<file path="config.mk">
export PLATFORM = sky130hd
export DESIGN_NAME = s_axil_register
export DESIGN_NICKNAME = d
export VERILOG_FILES = /design/src/rtl/s_axil_register.sv
export SDC_FILE = /design/constraint.sdc
export NUM_CORES = 1
export LEC_CHECK = 0
export ABC_AREA = 1
export CAP_MARGIN = 10
export CORE_MARGIN = 2
export CORE_UTILIZATION = 55
export DETAILED_ROUTE_END_ITERATION = 12
export GPL_TIMING_DRIVEN = 1
export PLACE_DENSITY = 0.84
export SYNTH_ARGS = -nofsm -noshare
export SYNTH_HDL_FRONTEND = slang
export SYNTH_SLANG_ARGS = --single-unit
</file>
<file path="constraint.sdc">
create_clock -name ACLK -period 20.8 [get_ports ACLK]
set_input_delay 4.16 -clock ACLK [delete_from_list [all_inputs] [get_ports ACLK]]
set_output_delay 4.16 -clock ACLK [all_outputs]
set_load 0.005 [all_outputs]
</file>
<file path="src/rtl/s_axil_register.sv">
// AXI4-Lite slave exposing a bank of byte-writable registers.
// Write address and data are captured independently and committed together; the read path runs concurrently.
module s_axil_register #(
  parameter int S_AXI_ADDR_WIDTH = 6,
  parameter int S_AXI_DATA_WIDTH = 32
) (
  input  logic                          ACLK,
  input  logic                          ARESET,
  input  logic [S_AXI_ADDR_WIDTH-1:0]   AWADDR,
  input  logic                          AWVALID,
  output logic                          AWREADY,
  input  logic [S_AXI_DATA_WIDTH-1:0]   WDATA,
  input  logic [S_AXI_DATA_WIDTH/8-1:0] WSTRB,
  input  logic                          WVALID,
  output logic                          WREADY,
  output logic [1:0]                    BRESP,
  output logic                          BVALID,
  input  logic                          BREADY,
  input  logic [S_AXI_ADDR_WIDTH-1:0]   ARADDR,
  input  logic                          ARVALID,
  output logic                          ARREADY,
  output logic [S_AXI_DATA_WIDTH-1:0]   RDATA,
  output logic [1:0]                    RRESP,
  output logic                          RVALID,
  input  logic                          RREADY
);

  localparam int STRB_W   = S_AXI_DATA_WIDTH / 8;
  localparam int ADDR_LSB = $clog2(STRB_W);
  localparam int IDX_W    = S_AXI_ADDR_WIDTH - ADDR_LSB;
  localparam int NUM_REGS = 2 ** IDX_W;

  logic [S_AXI_DATA_WIDTH-1:0] regs [NUM_REGS];

  logic                        aw_held_q, w_held_q;
  logic [IDX_W-1:0]            aw_idx_q;
  logic [S_AXI_DATA_WIDTH-1:0] w_data_q;
  logic [STRB_W-1:0]           w_strb_q;

  logic aw_hs, w_hs, b_hs, ar_hs, commit;
  logic aw_held_d, w_held_d, bvalid_d, rvalid_d;

  // Every address decodes to a register, so the responses are always OKAY.
  assign BRESP = 2'b00;
  assign RRESP = 2'b00;

  // Byte-offset address bits select nothing; fold them away explicitly.
  logic unused_addr_bits;
  assign unused_addr_bits = ^{AWADDR[ADDR_LSB-1:0], ARADDR[ADDR_LSB-1:0]};

  // NOTE: every signal in this block is assigned on every path, so no latch can be inferred.
  always_comb begin
    aw_hs     = AWVALID & AWREADY;
    w_hs      = WVALID & WREADY;
    b_hs      = BVALID & BREADY;
    ar_hs     = ARVALID & ARREADY;
    commit    = aw_held_q & w_held_q & ~BVALID;
    aw_held_d = b_hs ? 1'b0 : (aw_held_q | aw_hs);
    w_held_d  = b_hs ? 1'b0 : (w_held_q | w_hs);
    bvalid_d  = commit | (BVALID & ~BREADY);
    rvalid_d  = ar_hs | (RVALID & ~RREADY);
  end

  // NOTE: state updates use non-blocking assignments so every flop samples pre-edge values.
  always_ff @(posedge ACLK or posedge ARESET) begin
    if (ARESET) begin
      aw_held_q <= 1'b0;
      w_held_q  <= 1'b0;
      aw_idx_q  <= '0;
      w_data_q  <= '0;
      w_strb_q  <= '0;
      AWREADY   <= 1'b0;
      WREADY    <= 1'b0;
      BVALID    <= 1'b0;
    end else begin
      aw_held_q <= aw_held_d;
      w_held_q  <= w_held_d;
      if (aw_hs) aw_idx_q <= AWADDR[S_AXI_ADDR_WIDTH-1:ADDR_LSB];
      if (w_hs) begin
        w_data_q <= WDATA;
        w_strb_q <= WSTRB;
      end
      // Readies stay low from capture until the write response is accepted.
      AWREADY <= ~aw_held_d & ~bvalid_d;
      WREADY  <= ~w_held_d & ~bvalid_d;
      BVALID  <= bvalid_d;
    end
  end

  // NOTE: the register bank is architecturally visible state, so it is cleared by reset like any flop.
  always_ff @(posedge ACLK or posedge ARESET) begin
    if (ARESET) begin
      for (int r = 0; r < NUM_REGS; r++) regs[r] <= '0;
    end else if (commit) begin
      for (int b = 0; b < STRB_W; b++) begin
        if (w_strb_q[b]) regs[aw_idx_q][8*b +: 8] <= w_data_q[8*b +: 8];
      end
    end
  end

  // A read sharing an edge with a commit sees the pre-write contents.
  always_ff @(posedge ACLK or posedge ARESET) begin
    if (ARESET) begin
      ARREADY <= 1'b0;
      RVALID  <= 1'b0;
      RDATA   <= '0;
    end else begin
      if (ar_hs) RDATA <= regs[ARADDR[S_AXI_ADDR_WIDTH-1:ADDR_LSB]];
      RVALID  <= rvalid_d;
      ARREADY <= ~rvalid_d;
    end
  end

endmodule

</file>
==> results of run 1 <==
-- cell usage after synthesis --
library cell / instances / area [um2]
a21oi_1: 1 / 5.000
buf_2: 85 / 425.4
o21ai_2: 76 / 665.6
buf_12: 4 / 80.08
nor2_2: 5 / 31.28
o21ai_1: 272 / 1361
dfrtp_1: 591 / 14790
nor2_4: 11 / 123.9
nand3_4: 1 / 17.52
nor2_8: 4 / 80.08
conb_1: 1 / 3.750
nand3_1: 384 / 1922
inv_1: 47 / 176.4
buf_6: 28 / 315.3
nand2_4: 39 / 439.2
nand2_2: 9 / 56.30
clkbuf_1: 55 / 206.5
o21ai_0: 207 / 1036
nor2_1: 2 / 7.510
buf_4: 25 / 187.7
inv_2: 6 / 22.52
buf_1: 25 / 93.84
nand2_1: 1348 / 5060
-- cell type report --
type	instances	area [um2]
well taps	664	830.8
flip-flops and latches	591	14790
fillers	4031	19200
clock buffers	89	1749
multi-input cells	2363	10820
repair buffers	103	994.7
inverters	53	221.5
clock inverters	13	143.9
-- through the flow --
stage               hold WS (ns)    util  area [um2]  total power, mW
floorplan                 0.4529       -       27120            2.324
global placement          0.4637  0.5674       27660            2.524
detailed placement        0.4657  0.5674       27660            2.567
CTS                       0.4827  0.6062       29550            3.619
global route              0.4915  0.6062       29550            3.833
finish                    0.4789  0.6062       29550            3.613
-- worst min-delay path: stages, from the launching register on --
cell and delay (ns):
dfrtp_1 0.34, nand2_1 0.05, nand2_1 0.05
-- layer usage --
layer / track usage / vias to the layer above / routed length (um)
met1: 0.3817 / 10510 / 28380
li1: - / 10390 / -
met4: 0.08695 / 0 / 1828
met3: 0.05451 / 139 / 5833
met2: 0.4162 / 910 / 30850
met5: 0 / - / 0
-- sequential cells by signal, summed over array words and instances, names as in the netlist --
| register | cells |
|---|---|
| BVALID | 1 |
| aw_idx_q | 4 |
| regs | 512 |
| w_strb_q | 4 |
| RVALID | 1 |
| w_data_q | 32 |
| AWREADY | 1 |
| w_held_q | 1 |
| ARREADY | 1 |
| WREADY | 1 |
| RDATA | 32 |
| aw_held_q | 1 |
-- final timing paths --
check | depth (start not counted) | from | endpoint
worst max-delay path | 4 | ARESET | RDATA[2]$_DFFE_PP0P_
worst min register to register | 2 | RDATA[24]$_DFFE_PP0P_ | RDATA[24]$_DFFE_PP0P_
min in group asynchronous | 2 | ARESET | w_data_q[22]$_DFFE_PP0P_
max in group ACLK | 10 | ARADDR[2] | RDATA[5]$_DFFE_PP0P_
worst max register to register | 5 | BVALID$_DFF_PP0_ | regs[136]$_DFFE_PP0P_
worst min-delay path | 2 | RDATA[24]$_DFFE_PP0P_ | RDATA[24]$_DFFE_PP0P_
-- power by group through the flow --
| stage | clock network [mW] | registers, mW | logic (mW) |
|---|---|---|---|
| after floorplan | 0 | 1.64 | 0.689 |
| after global placement | 0 | 1.65 | 0.873 |
| after detailed placement | 0 | 1.66 | 0.904 |
| after CTS | 1.06 | 1.65 | 0.912 |
| after global routing | 1.11 | 1.69 | 1.04 |
| final | 1.05 | 1.65 | 0.910 |
-- cell families after synthesis --
| group | synth area share |
|---|---|
| AND/OR/NAND/NOR | 0.2855 |
| buffers and inverters | 0.05562 |
| AO/OA/AOI/OAI | 0.1132 |
| other | 0.0001383 |
| flip-flops | 0.5456 |
==> flow_summary.toml, run 1 <==
[timing]
timing.final.crit_share = 0.3180
finalSetupTns_ns = 0
relSlewSlack = 0.1671
fmax_mhz = 151.2
slew_viol_final = 0
hold_violations = 0
setup_slack_ns = 14.18
tightestPinTransition_ns = 1.249
skew_ns = 0.01406
rsz0062_at_grt = "false"
period_needed_ns = 6.615
report.final.setup_viol = 0

[global_route]
grt_pass1_wl_mm = 109.5
grt_pass1_vias = 20670
grt_use_total = 0.2687
antenna_found_initial = 0
gr-total-overflow = 0
grt_max_degree = 257

[synthesis]
ys_ff_latch = 591
ys_types = 23
seq_area_frac_synth = 0.5456
syn_inst = 3226
synth_area_um2 = 27110
synth.avg_cell_area_um2 = 8.402
yosysWarningCount = 0

[die]
initial_core_util = 0.5560
die_h_um = 226
dieArea_um2 = 51080
pin_count = 96
die_x_um = 226
rows = 81
core-area_um2 = 48750

[placed_design]
port-buffer-count = 87
gp_congestion = 0.7834
pre_cts_ws_ns = 13.41
dp.cells = 3774
hpwl_mm = 37.45

[power]
p_sw_mw = 1.227
p_int_mw = 2.387
p_comb_frac = 0.252
p_leak_nw = 13.99
peakVddDrop_uv = 102.9
switching_share = 0.3395
p_per_area_nw_per_um2 = 122.3
seq_power_share = 0.458
power_frac_clock = 0.290

[clock_tree]
clockRootBuffer = "clkbuf_16"
cts_tree = "built"
cts_setup_buffers = 0
ctsLongestPathBuffers = 3
clk_latency_ns = 0.62
cts_made_buffers = 58
cts_hold_buf = 0
htree_levels = 2
path_clk_slew_ns = 0.06
cts.sinks = 591
cts_resized = 0

[min_path]
hold_path.class = "flop to flop"

[setup_path]
cp-start-kind = "input port"
required_ns = 21.40
path_buf_inv = 4
critPathMostFrequentCell = "buf_4"
end_kind = "asynchronous set/reset pin"
crit_path_max_fanout = 128
critPathTopFamily = "buffers and inverters"
r2r_setup_slack_ns = 18.31
worstPathArrival_ns = 7.22
slowest_delay_ns = 0.90
crit_path_top_delay_cell = "buf_4"
cp_cell_sequence = "clkdlybuf4s50_1 -> inv_8 -> buf_4 -> buf_4"
critical_path_class = "input port to asynchronous set/reset pin"

[run]
maxCapViolations = 0

[cells_and_area]
layout_commonest_cell = "nand2_1"
finalNetCount = 3225
n_antenna_cell = 0
final_cell_mix = "nand2_1, dfrtp_1, nand3_1"
fin_cells = 3876
drive_gt1_frac = 0.08157
syn2layout_area_growth_pct = 9.024

[routing]
drtIter0Drc = 2595
routedWlPerCell_um = 17.26
wirelength_mm = 66.88
vias = 21940
drc = 0
ant_nets = 0
via_per_inst = 5.661
first_pass_iters = 5

[outcome]
outcome = "complete, no violations"
Note: power is estimated with default switching activity, not from simulation.
==> inputs of run 2 (changes only) <==
==> constraint.sdc (replaced) <==
create_clock -name ACLK -period 5.6 [get_ports ACLK]
set_input_delay 1.12 -clock ACLK [delete_from_list [all_inputs] [get_ports ACLK]]
set_output_delay 1.12 -clock ACLK [all_outputs]
set_load 0.005 [all_outputs]
==> flow_summary.toml, run 2 (same netlist as run 1, synthesis figures left out) <==
[routing]
vias = 21930
via_per_inst = 5.646
ant_nets = 0
wirelength_mm = 67.77
drtIter0Drc = 2439
first_pass_iters = 6
routedWlPerCell_um = 17.45
drc = 0

[setup_path]
critical_path_class = "input port to flop"
end_kind = "flop"
startpoint = "ARADDR[3]"
crit_path_max_fanout = 75
critPathCapture = "RDATA[6]$_DFFE_PP0P_"
worstPathArrival_ns = 3.55
worstReg2RegEnd = "regs[108]$_DFFE_PP0P_"
reg2reg_from = "BVALID$_DFF_PP0_"
cp-start-kind = "input port"
required_ns = 6.15
r2r_setup_slack_ns = 3.08
reg2regPathDepth = 6

[clock_tree]
cts.sinks = 591
cts_hold_buf = 0
clockRootBuffer = "clkbuf_16"
cts_resized = 0
ctsLongestPathBuffers = 3
cts_tree = "built"
path_clk_slew_ns = 0.06
cts_made_buffers = 59
clk_latency_ns = 0.63
cts_setup_buffers = 0
htree_levels = 2

[cells_and_area]
utilization = 0.6113
syn2layout_area_growth_pct = 9.938
layout_commonest_cell = "nand2_1"
drive_gt1_frac = 0.08540
finalNetCount = 3229
largest_reg_flops = 512
final_cell_mix = "nand2_1, dfrtp_1, nand3_1"
n_antenna_cell = 0
reg_top3 = "regs x512, RDATA x32, w_data_q x32"
largest_register = "regs"

[global_route]
grt_pass1_wl_mm = 110.1
grt_use_total = 0.2715
grt_max_degree = 171
antenna_found_initial = 1
grt_pass1_vias = 21020
gr-total-overflow = 0

[die]
die_h_um = 226
initial_core_util = 0.5560
pin_count = 96
dieArea_um2 = 51080
die_x_um = 226
core-area_um2 = 48750
rows = 81

[power]
p_sw_mw = 4.629
seq_power_share = 0.450
p_leak_nw = 14.10
switching_share = 0.3385
p_int_mw = 9.046
p_comb_frac = 0.249
power_frac_clock = 0.301
p_per_area_nw_per_um2 = 458.9
peakVddDrop_uv = 274.1

[timing]
period_needed_ns = 3.000
fmax_mhz = 333.4
relSlewSlack = 0.3350
hold_violations = 0
report.final.setup_viol = 0
rsz0062_at_grt = "false"
finalSetupTns_ns = 0
skew_ns = 0.01577
tightestPinTransition_ns = 0.9975
timing.final.crit_share = 0.5357
slew_viol_final = 0

[outcome]
outcome = "complete, no violations"

[placed_design]
gp_congestion = 0.8116
hpwl_mm = 38.57
port-buffer-count = 87

[run]
maxCapViolations = 0

[min_path]
hold_path.class = "flop to flop"
-- run 2: cell type report --
class	count	area [um2]
multi-input combinational	2363	10820
fill	4017	18950
tap	664	830.8
clock inverter	23	281.5
sequential	591	14790
timing repair buffer	106	1105
inverter	53	217.7
clock buffer	84	1753
-- run 2: how the worst min path moves through the flow --
stage,endpoint,startpoint,cells after the start
4_1_cts,RDATA[19]$_DFFE_PP0P_,RDATA[19]$_DFFE_PP0P_,2
3_5_place_dp,RDATA[28]$_DFFE_PP0P_,RDATA[28]$_DFFE_PP0P_,2
3_3_place_gp,regs[509]$_DFFE_PP0P_,regs[509]$_DFFE_PP0P_,2
2_1_floorplan,regs[272]$_DFFE_PP0P_,regs[272]$_DFFE_PP0P_,2
5_1_grt,RDATA[28]$_DFFE_PP0P_,RDATA[28]$_DFFE_PP0P_,2
6_report,RDATA[19]$_DFFE_PP0P_,RDATA[19]$_DFFE_PP0P_,2
-- run 2: per-layer routing --
| metal | vias to the layer above | track usage | routed length, um |
|---|---|---|---|
| li1 | 10400 | - | - |
| met5 | - | 0 | 13 |
| met1 | 10430 | 0.3774 | 28540 |
| met2 | 949 | 0.4214 | 31030 |
| met3 | 157 | 0.05074 | 5901 |
| met4 | 2 | 0.1130 | 2285 |
-- run 2: through the flow --
step | total power, mW | cells | instance area, um2 | setup slack [ns] | hold slack [ns]
6_report | 13.68 | 3884 | 29800 | 2.600 | 0.4769
3_5_place_dp | 9.567 | 3777 | 27770 | 2.046 | 0.4665
4_1_cts | 13.69 | 3884 | 29800 | 2.686 | 0.4824
2_1_floorplan | 8.634 | 3229 | 27120 | -3.577 | 0.4529
5_1_grt | 14.45 | 3884 | 29800 | 2.538 | 0.4951
3_3_place_gp | 9.401 | 3777 | 27770 | 2.065 | 0.4627
-- run 2: power groups by stage --
stage | clock network (mW) | logic (mW) | registers (mW)
final | 4.12 | 3.41 | 6.15
after floorplan | 0 | 2.56 | 6.08
after detailed placement | 0 | 3.38 | 6.18
after CTS | 4.15 | 3.41 | 6.13
after global routing | 4.31 | 3.86 | 6.28
after global placement | 0 | 3.26 | 6.14
-- run 2: critical path, stage by stage --
cell and delay (ns):
buf_4 0.67, inv_4 0.61, buf_12 0.42, nand3_1 0.13
nand3_1 0.07, nand2_1 0.09, nand2_1 0.11, nand2_1 0.15
nand2_1 0.06, nand2_1 0.08
